### src/rtl/fir_accumulator_if.sv
// Handshake/data bundle between the FIR tap datapath, fir_accumulator and its consumer.
// master: datapath + downstream side; slave: fir_accumulator.
interface fir_accumulator_if #(
  parameter int unsigned IN_W  = 51,
  parameter int unsigned OUT_W = 24
) ();
  logic [1:0]            count;
  logic                  valid;
  logic [4:0][IN_W-1:0]  sub_prod_i;
  logic [4:0][IN_W-1:0]  sub_prod_q;
  logic                  Stall;
  logic                  out_valid;
  logic                  out_ready;
  logic [OUT_W-1:0]      out_i;
  logic [OUT_W-1:0]      out_q;
  logic                  sat_flag;
  logic                  ovf_err;

  modport master (
    output count, valid, sub_prod_i, sub_prod_q, out_ready,
    input  Stall, out_valid, out_i, out_q, sat_flag, ovf_err
  );

  modport slave (
    input  count, valid, sub_prod_i, sub_prod_q, out_ready,
    output Stall, out_valid, out_i, out_q, sat_flag, ovf_err
  );
endinterface

### src/rtl/fir_accumulator.sv
// Sums five complex FIR sub-products, rounds/saturates 4.47 -> 1.23 and queues results in a
// credit-controlled output FIFO. Define FIR_ACC_SATCNT_EN to add the sat_count output.
module fir_accumulator #(
  parameter int unsigned OUT_DEPTH = 4,
  parameter int unsigned IN_W      = 51,
  parameter int unsigned OUT_W     = 24
) (
  input  logic             Clk,
  input  logic             Reset,
  fir_accumulator_if.slave bus
`ifdef FIR_ACC_SATCNT_EN
  ,
  output logic [15:0]      sat_count
`endif
);
  localparam int unsigned NPROD = 5;
  localparam int unsigned SUM_W = IN_W + 3;
  localparam int unsigned SHIFT = IN_W - 3 - OUT_W;
  localparam int unsigned R_W   = SUM_W - SHIFT;
  localparam int unsigned PTR_W = $clog2(OUT_DEPTH);
  localparam int unsigned CNT_W = PTR_W + 1;
  localparam int unsigned CR_W  = CNT_W + 1;
  localparam logic signed [SUM_W-1:0] BIAS = SUM_W'(1) <<< (SHIFT - 1);

  typedef struct packed {
    logic [OUT_W-1:0] i;
    logic [OUT_W-1:0] q;
    logic             sat;
  } entry_t;

  logic                        v1;
  logic                        v2;
  logic [NPROD-1:0][IN_W-1:0]  cap_i;
  logic [NPROD-1:0][IN_W-1:0]  cap_q;
  logic signed [SUM_W-1:0]     sum_i;
  logic signed [SUM_W-1:0]     sum_q;
  logic signed [SUM_W-1:0]     sum_i_c;
  logic signed [SUM_W-1:0]     sum_q_c;
  logic [OUT_W-1:0]            rnd_i_c;
  logic [OUT_W-1:0]            rnd_q_c;
  logic                        sat_i_c;
  logic                        sat_q_c;
  entry_t                      res_c;
  entry_t                      head_c;
  entry_t                      mem [OUT_DEPTH];
  logic [PTR_W-1:0]            wr_ptr;
  logic [PTR_W-1:0]            rd_ptr;
  logic [CNT_W-1:0]            fifo_cnt;
  logic                        nonempty_c;
  logic                        full_c;
  logic                        pop_c;
  logic                        push_c;
  logic                        drop_c;
  logic                        capture_c;
  logic [CR_W-1:0]             credit_c;
  logic                        ovf_err_r;

  // Round half-up then clamp; returns {sat, value}.
  function automatic logic [OUT_W:0] round_sat(input logic signed [SUM_W-1:0] s);
    logic signed [R_W-1:0] r;
    logic [R_W-OUT_W:0]    top;
    r   = R_W'((s + BIAS) >>> SHIFT);
    top = r[R_W-1:OUT_W-1];
    if ((&top) || !(|top))
      round_sat = {1'b0, r[OUT_W-1:0]};
    else if (r[R_W-1])
      round_sat = {1'b1, 1'b1, {(OUT_W-1){1'b0}}};
    else
      round_sat = {1'b1, 1'b0, {(OUT_W-1){1'b1}}};
  endfunction

  always_comb begin
    sum_i_c = '0;
    sum_q_c = '0;
    for (int k = 0; k < NPROD; k++) begin
      sum_i_c = sum_i_c + SUM_W'($signed(cap_i[k]));
      sum_q_c = sum_q_c + SUM_W'($signed(cap_q[k]));
    end
  end

  always_comb begin
    {sat_i_c, rnd_i_c} = round_sat(sum_i);
    {sat_q_c, rnd_q_c} = round_sat(sum_q);
    res_c.i    = rnd_i_c;
    res_c.q    = rnd_q_c;
    res_c.sat  = sat_i_c | sat_q_c;
    capture_c  = bus.valid && (bus.count == 2'd2);
    nonempty_c = (fifo_cnt != '0);
    full_c     = (fifo_cnt == CNT_W'(OUT_DEPTH));
    pop_c      = nonempty_c && bus.out_ready;
    // A full FIFO can still accept when the head leaves in the same cycle.
    push_c     = v2 && (!full_c || pop_c);
    drop_c     = v2 && full_c && !pop_c;
    credit_c   = CR_W'(fifo_cnt) + CR_W'(v1) + CR_W'(v2);
  end

  always_ff @(posedge Clk) begin
    if (Reset) begin
      v1        <= 1'b0;
      v2        <= 1'b0;
      cap_i     <= '0;
      cap_q     <= '0;
      sum_i     <= '0;
      sum_q     <= '0;
      wr_ptr    <= '0;
      rd_ptr    <= '0;
      fifo_cnt  <= '0;
      ovf_err_r <= 1'b0;
    end else begin
      v1 <= capture_c;
      if (capture_c) begin
        cap_i <= bus.sub_prod_i;
        cap_q <= bus.sub_prod_q;
      end
      v2    <= v1;
      sum_i <= sum_i_c;
      sum_q <= sum_q_c;
      if (push_c) wr_ptr <= wr_ptr + PTR_W'(1);
      if (pop_c)  rd_ptr <= rd_ptr + PTR_W'(1);
      fifo_cnt <= fifo_cnt + CNT_W'(push_c) - CNT_W'(pop_c);
      if (drop_c) ovf_err_r <= 1'b1;
    end
  end

  // Storage is not reset; the head is masked while the FIFO is empty.
  always_ff @(posedge Clk) begin
    if (push_c) mem[wr_ptr] <= res_c;
  end

  assign head_c        = mem[rd_ptr];
  assign bus.out_valid = nonempty_c;
  assign bus.out_i     = nonempty_c ? head_c.i : '0;
  assign bus.out_q     = nonempty_c ? head_c.q : '0;
  assign bus.sat_flag  = nonempty_c ? head_c.sat : 1'b0;
  assign bus.ovf_err   = ovf_err_r;
  assign bus.Stall     = (credit_c >= CR_W'(OUT_DEPTH - 1));

`ifdef FIR_ACC_SATCNT_EN
  always_ff @(posedge Clk) begin
    if (Reset)
      sat_count <= '0;
    else if (push_c && res_c.sat && (sat_count != 16'hFFFF))
      sat_count <= sat_count + 16'd1;
  end
`endif
endmodule

### src/flat_wrapper.sv
// flat-port wrapper written by rule: the top's interface ports become plain ports
module fir_accumulator_flat 
#(
  parameter int unsigned OUT_DEPTH = 4,
  parameter int unsigned IN_W      = 51,
  parameter int unsigned OUT_W     = 24
)
  (Clk, Reset, bus_count, bus_valid, bus_sub_prod_i, bus_sub_prod_q, bus_out_ready, bus_Stall, bus_out_valid, bus_out_i, bus_out_q, bus_sat_flag, bus_ovf_err);
  fir_accumulator_if #(.IN_W(IN_W), .OUT_W(OUT_W)) bus_i ();
  input  logic Clk;
  input  logic Reset;
  input wire logic [$bits(bus_i.count)-1:0] bus_count;
  input wire logic [$bits(bus_i.valid)-1:0] bus_valid;
  input wire logic [$bits(bus_i.sub_prod_i)-1:0] bus_sub_prod_i;
  input wire logic [$bits(bus_i.sub_prod_q)-1:0] bus_sub_prod_q;
  input wire logic [$bits(bus_i.out_ready)-1:0] bus_out_ready;
  output wire logic [$bits(bus_i.Stall)-1:0] bus_Stall;
  output wire logic [$bits(bus_i.out_valid)-1:0] bus_out_valid;
  output wire logic [$bits(bus_i.out_i)-1:0] bus_out_i;
  output wire logic [$bits(bus_i.out_q)-1:0] bus_out_q;
  output wire logic [$bits(bus_i.sat_flag)-1:0] bus_sat_flag;
  output wire logic [$bits(bus_i.ovf_err)-1:0] bus_ovf_err;
  assign bus_i.count = bus_count;
  assign bus_i.valid = bus_valid;
  assign bus_i.sub_prod_i = bus_sub_prod_i;
  assign bus_i.sub_prod_q = bus_sub_prod_q;
  assign bus_i.out_ready = bus_out_ready;
  assign bus_Stall = bus_i.Stall;
  assign bus_out_valid = bus_i.out_valid;
  assign bus_out_i = bus_i.out_i;
  assign bus_out_q = bus_i.out_q;
  assign bus_sat_flag = bus_i.sat_flag;
  assign bus_ovf_err = bus_i.ovf_err;
  fir_accumulator #(.OUT_DEPTH(OUT_DEPTH), .IN_W(IN_W), .OUT_W(OUT_W)) u_core (.Clk(Clk), .Reset(Reset), .bus(bus_i));
endmodule
### config.mk
export PLATFORM = sky130hd
export DESIGN_NAME = fir_accumulator_flat
export DESIGN_NICKNAME = d
export VERILOG_FILES = /design/src/rtl/fir_accumulator_if.sv /design/src/rtl/fir_accumulator.sv /design/src/flat_wrapper.sv
export SDC_FILE = /design/constraint.sdc
export NUM_CORES = 2
export LEC_CHECK = 0
export BUFFER_PORTS_ARGS = -buffer_cell sky130_fd_sc_hd__buf_2
export CAP_MARGIN = 20
export CORE_ASPECT_RATIO = 0.6
export CORE_MARGIN = 4
export CORE_UTILIZATION = 56
export CTS_CLUSTER_SIZE = 20
export DETAILED_ROUTE_END_ITERATION = 16
export GPL_ROUTABILITY_DRIVEN = 1
export GPL_TIMING_DRIVEN = 0
export PLACE_DENSITY = 0.81
export SLEW_MARGIN = 0
export SYNTH_ARGS = -nofsm -noshare
export SYNTH_HDL_FRONTEND = slang
export SYNTH_SLANG_ARGS = --single-unit
### constraint.sdc
create_clock -name Clk -period 12.6 [get_ports Clk]
set_input_delay 2.52 -clock Clk [delete_from_list [all_inputs] [get_ports Clk]]
set_output_delay 2.52 -clock Clk [all_outputs]
set_load 0.05 [all_outputs]
==> results.sh <==
export IMPL_hold_buffers=0
export IMPL_seq_power_share_pct=41.2
export IMPL_h_tree_depth=3
export IMPL_nNetsFinal=6556
export IMPL_layout_drive_gt1_share_pct=14.7
export IMPL_dp_cells=6588
export IMPL_grt_pass1_wl_um=207000
export IMPL_start_util_pct=56.6
export IMPL_cp_arrival_ns=7.93
export IMPL_synth_avg_cell_area_um2=8.86
export IMPL_dpl_hpwl_um=112000
export IMPL_setup_viol=0
export IMPL_cts_made_buffers=74
export IMPL_rows=79
export IMPL_grtUsageMet1_pct=50.7
export IMPL_grt_remaining_overflow=0
export IMPL_syn_nets=5904
export IMPL_die_w_um=370
export IMPL_max_freq_mhz=135
export IMPL_post_cts_setup_buffers=0
export IMPL_post_place_ws_ns=5.51
export IMPL_combinationalPowerShare_pct=23.8
export IMPL_worstSetupEndpointType="flip-flop"
export IMPL_ys_seq_area_share_pct=40.0
export IMPL_post_route_min_period_ns=7.41
export IMPL_maxSlewHeadroom_pct=22.6
export IMPL_clock_root_buffer="clkbuf_16"
export IMPL_wl_per_cell_um=20.5
export IMPL_core_mm2=0.0777
export IMPL_die_y_um=225
export IMPL_crit_type="reg2reg"
export IMPL_rsz0062_at_grt="false"
export IMPL_maxCapViolCount=0
export IMPL_antenna_found_initial=18
export IMPL_clk_pin_slew_worst_paths_ns=0.07
export IMPL_grt_max_degree=31
export IMPL_hp_class="reg2reg"
export IMPL_use_met2_pct=44.5
export IMPL_yosys_warnings=0
export IMPL_holdWs_ns=0.457
export IMPL_num_vias=37937
export IMPL_p_per_area_mw_per_mm2=134
export IMPL_ys_async_sr_fraction_pct=0
export IMPL_gp_congestion=1.02
export IMPL_grt_usage_pct=32.5
export IMPL_regArea_mm2=0.0176
export IMPL_status="complete, no violations"
export IMPL_synth_edff_count=196
export IMPL_final_cell_mix="1148 x nand2_1, 721 x a21oi_1, 584 x dfxtp_1, 576 x buf_2, 452 x inv_1"
export IMPL_grt_pass1_vias=35680
export IMPL_insertion_delay_ns=0.65
export IMPL_grt_busiest_layer="met1"
export IMPL_switchingPower_mw=2.17
export IMPL_synth_distinct_cells=91
export IMPL_clkSinkCount=780
export IMPL_period_share_pct=58.8
export IMPL_synth_area_mm2=0.0440
export IMPL_worst_path_max_fanout=5
export IMPL_switching_share_pct=31.9
export IMPL_fill_cells=6487
export IMPL_grtUsageMet3_pct=7.75
export IMPL_drv_slew=0
export IMPL_peakVddDrop_v=0.000122
export IMPL_port_buffers=567
export IMPL_hold_viol_final=0
export IMPL_ios=568
export IMPL_wl_um=138000
export IMPL_dieArea_mm2=0.0832
export IMPL_drc=0
export IMPL_dpl_cell_area_mm2=0.0483
export IMPL_avgViaCountPerCell=5.64
export IMPL_cts_max_path_buffers=3
export IMPL_required_ns=13.11
export IMPL_cts_resized=0
export IMPL_synth_flop_cell="dfxtp_1"
export IMPL_tightest_slew_ns=1.16
export IMPL_fin_setup_tns_ns=0
export IMPL_fin_skew_ns=0.0259
export IMPL_startpoint_type="flip-flop"
export IMPL_multi_input_area_mm2=0.0237
export IMPL_final_common_cell="nand2_1"
export IMPL_drt_first_pass_iters=10
export IMPL_power_leakage_nw=21.9
export IMPL_drtAntennaViolNets=0
export IMPL_instances_no_fill=6727
export IMPL_drtIter0Drc=4048
export IMPL_p_clk_share_pct=35.0
export IMPL_worst_slack_ns=5.19
export IMPL_ys_ff_latch=780
export IMPL_area_growth_pct=15.7
export IMPL_internal_power_mw=4.63
export IMPL_cts_tree="yes"
export IMPL_syn_inst=4962
export IMPL_fin_area_mm2=0.0508
==> worst max-delay path, stage by stage (launching register included) <==
cell	delay (ns)
dfxtp_1	0.34
fa_1	0.55
ha_1	0.21
inv_1	0.08
fa_1	0.48
nor2b_1	0.20
o2111ai_1	0.16
nand3_1	0.17
a41oi_2	0.20
a2111oi_2	0.73
nor3_1	0.22
xor2_1	0.44
fa_1	0.51
inv_1	0.18
ha_1	0.38
nand2_1	0.08
o21ai_0	0.67
nand2_1	0.14
o21ai_0	0.17
a21oi_1	0.13
o21ai_0	0.46
a21oi_1	0.24
o31ai_1	0.33
xnor2_1	0.18
nor2_1	0.05
==> metal layers <==
metal	vias up	wire (um)
li1	17886	-
met1	18152	64700
met2	1658	55200
met3	227	14200
met4	14	3960
met5	-	85
==> power by group through the flow <==
stage               Sequential, mW  Clock (mW)  Combinational (mW)
floorplan                     2.83           0                1.11
detailed placement            2.85           0                1.59
CTS                           2.80        2.40                1.60
global route                  2.81        2.51                1.76
finish                        2.80        2.38                1.62
global placement              2.85           0                1.55
==> registers in the layout (all words and copies together) (netlist names), named ones only <==
name / flops
u_core.v1: 1
u_core.sum_q: 31
u_core.bus.ovf_err: 1
u_core.v2: 1
u_core.sum_i: 31
u_core.mem: 196
u_core.rd_ptr: 2
u_core.fifo_cnt: 3
u_core.wr_ptr: 2
u_core.cap_i: 255
u_core.cap_q: 255
==> area by class of cell <==
cell class                      instances  area share [%]
Tap cell                             1053            2.59
Sequential cell                       780            34.6
Timing Repair Buffer                  576            5.88
Inverter                              450            3.32
Clock inverter                         36           0.989
Antenna cell                            4          0.0197
Clock buffer                           96            4.05
Multi-Input combinational cell       3480            46.6
Buffer                                252            1.99
==> synthesized netlist by cell type, drive strengths merged, types with 28 or more instances <==
cell    count  area, um2
a21o      133        998
a21oi     742       3790
and2       63        399
and3       43        269
buf        28        173
clkbuf    224        841
dfxtp     584      11700
edfxtp    196       5890
fa        210       4200
ha        216       2700
inv       450       1690
mux4       49       1100
nand2    1151       4340
nand3      69        355
nand4      46        288
nor2      158        637
nor2b      34        213
o21ai      93        465
xnor2      94        823
xor2      101        885
==> final timing paths <==
kind	slack [ns]	end	from	cells after the start
setup / recovery	5.19	u_core.sum_q[51]	u_core.cap_q[1]	24
hold / removal	0.46	u_core.cap_q[156]	u_core.cap_q[156]	2
setup reg to reg	5.19	u_core.sum_q[51]	u_core.cap_q[1]	24
hold reg to reg	0.46	u_core.cap_q[156]	u_core.cap_q[156]	2
==> stage by stage <==
stage          total power, mW  util [%]
2_1_floorplan             3.94         -
3_3_place_gp              4.40      61.9
3_5_place_dp              4.45      62.1
4_1_cts                   6.80      65.4
5_1_grt                   7.08      65.4
6_report                  6.80      65.4
==> cell families (layout without fill, tap and decap cells) <==
group	Yosys count	in the layout	synth area share [%]
other	0	4	0
buffers and inverters	702	1410	6.15
AO/OA/AOI/OAI	1151	1151	15.5
AND/OR/NAND/NOR	1653	1653	16.1
XOR/XNOR	195	195	3.89
flip-flops	780	780	40.0
adder cells (fa/ha/maj)	426	426	15.7
multiplexers	55	55	2.66
(Power assumes the default switching activity.)
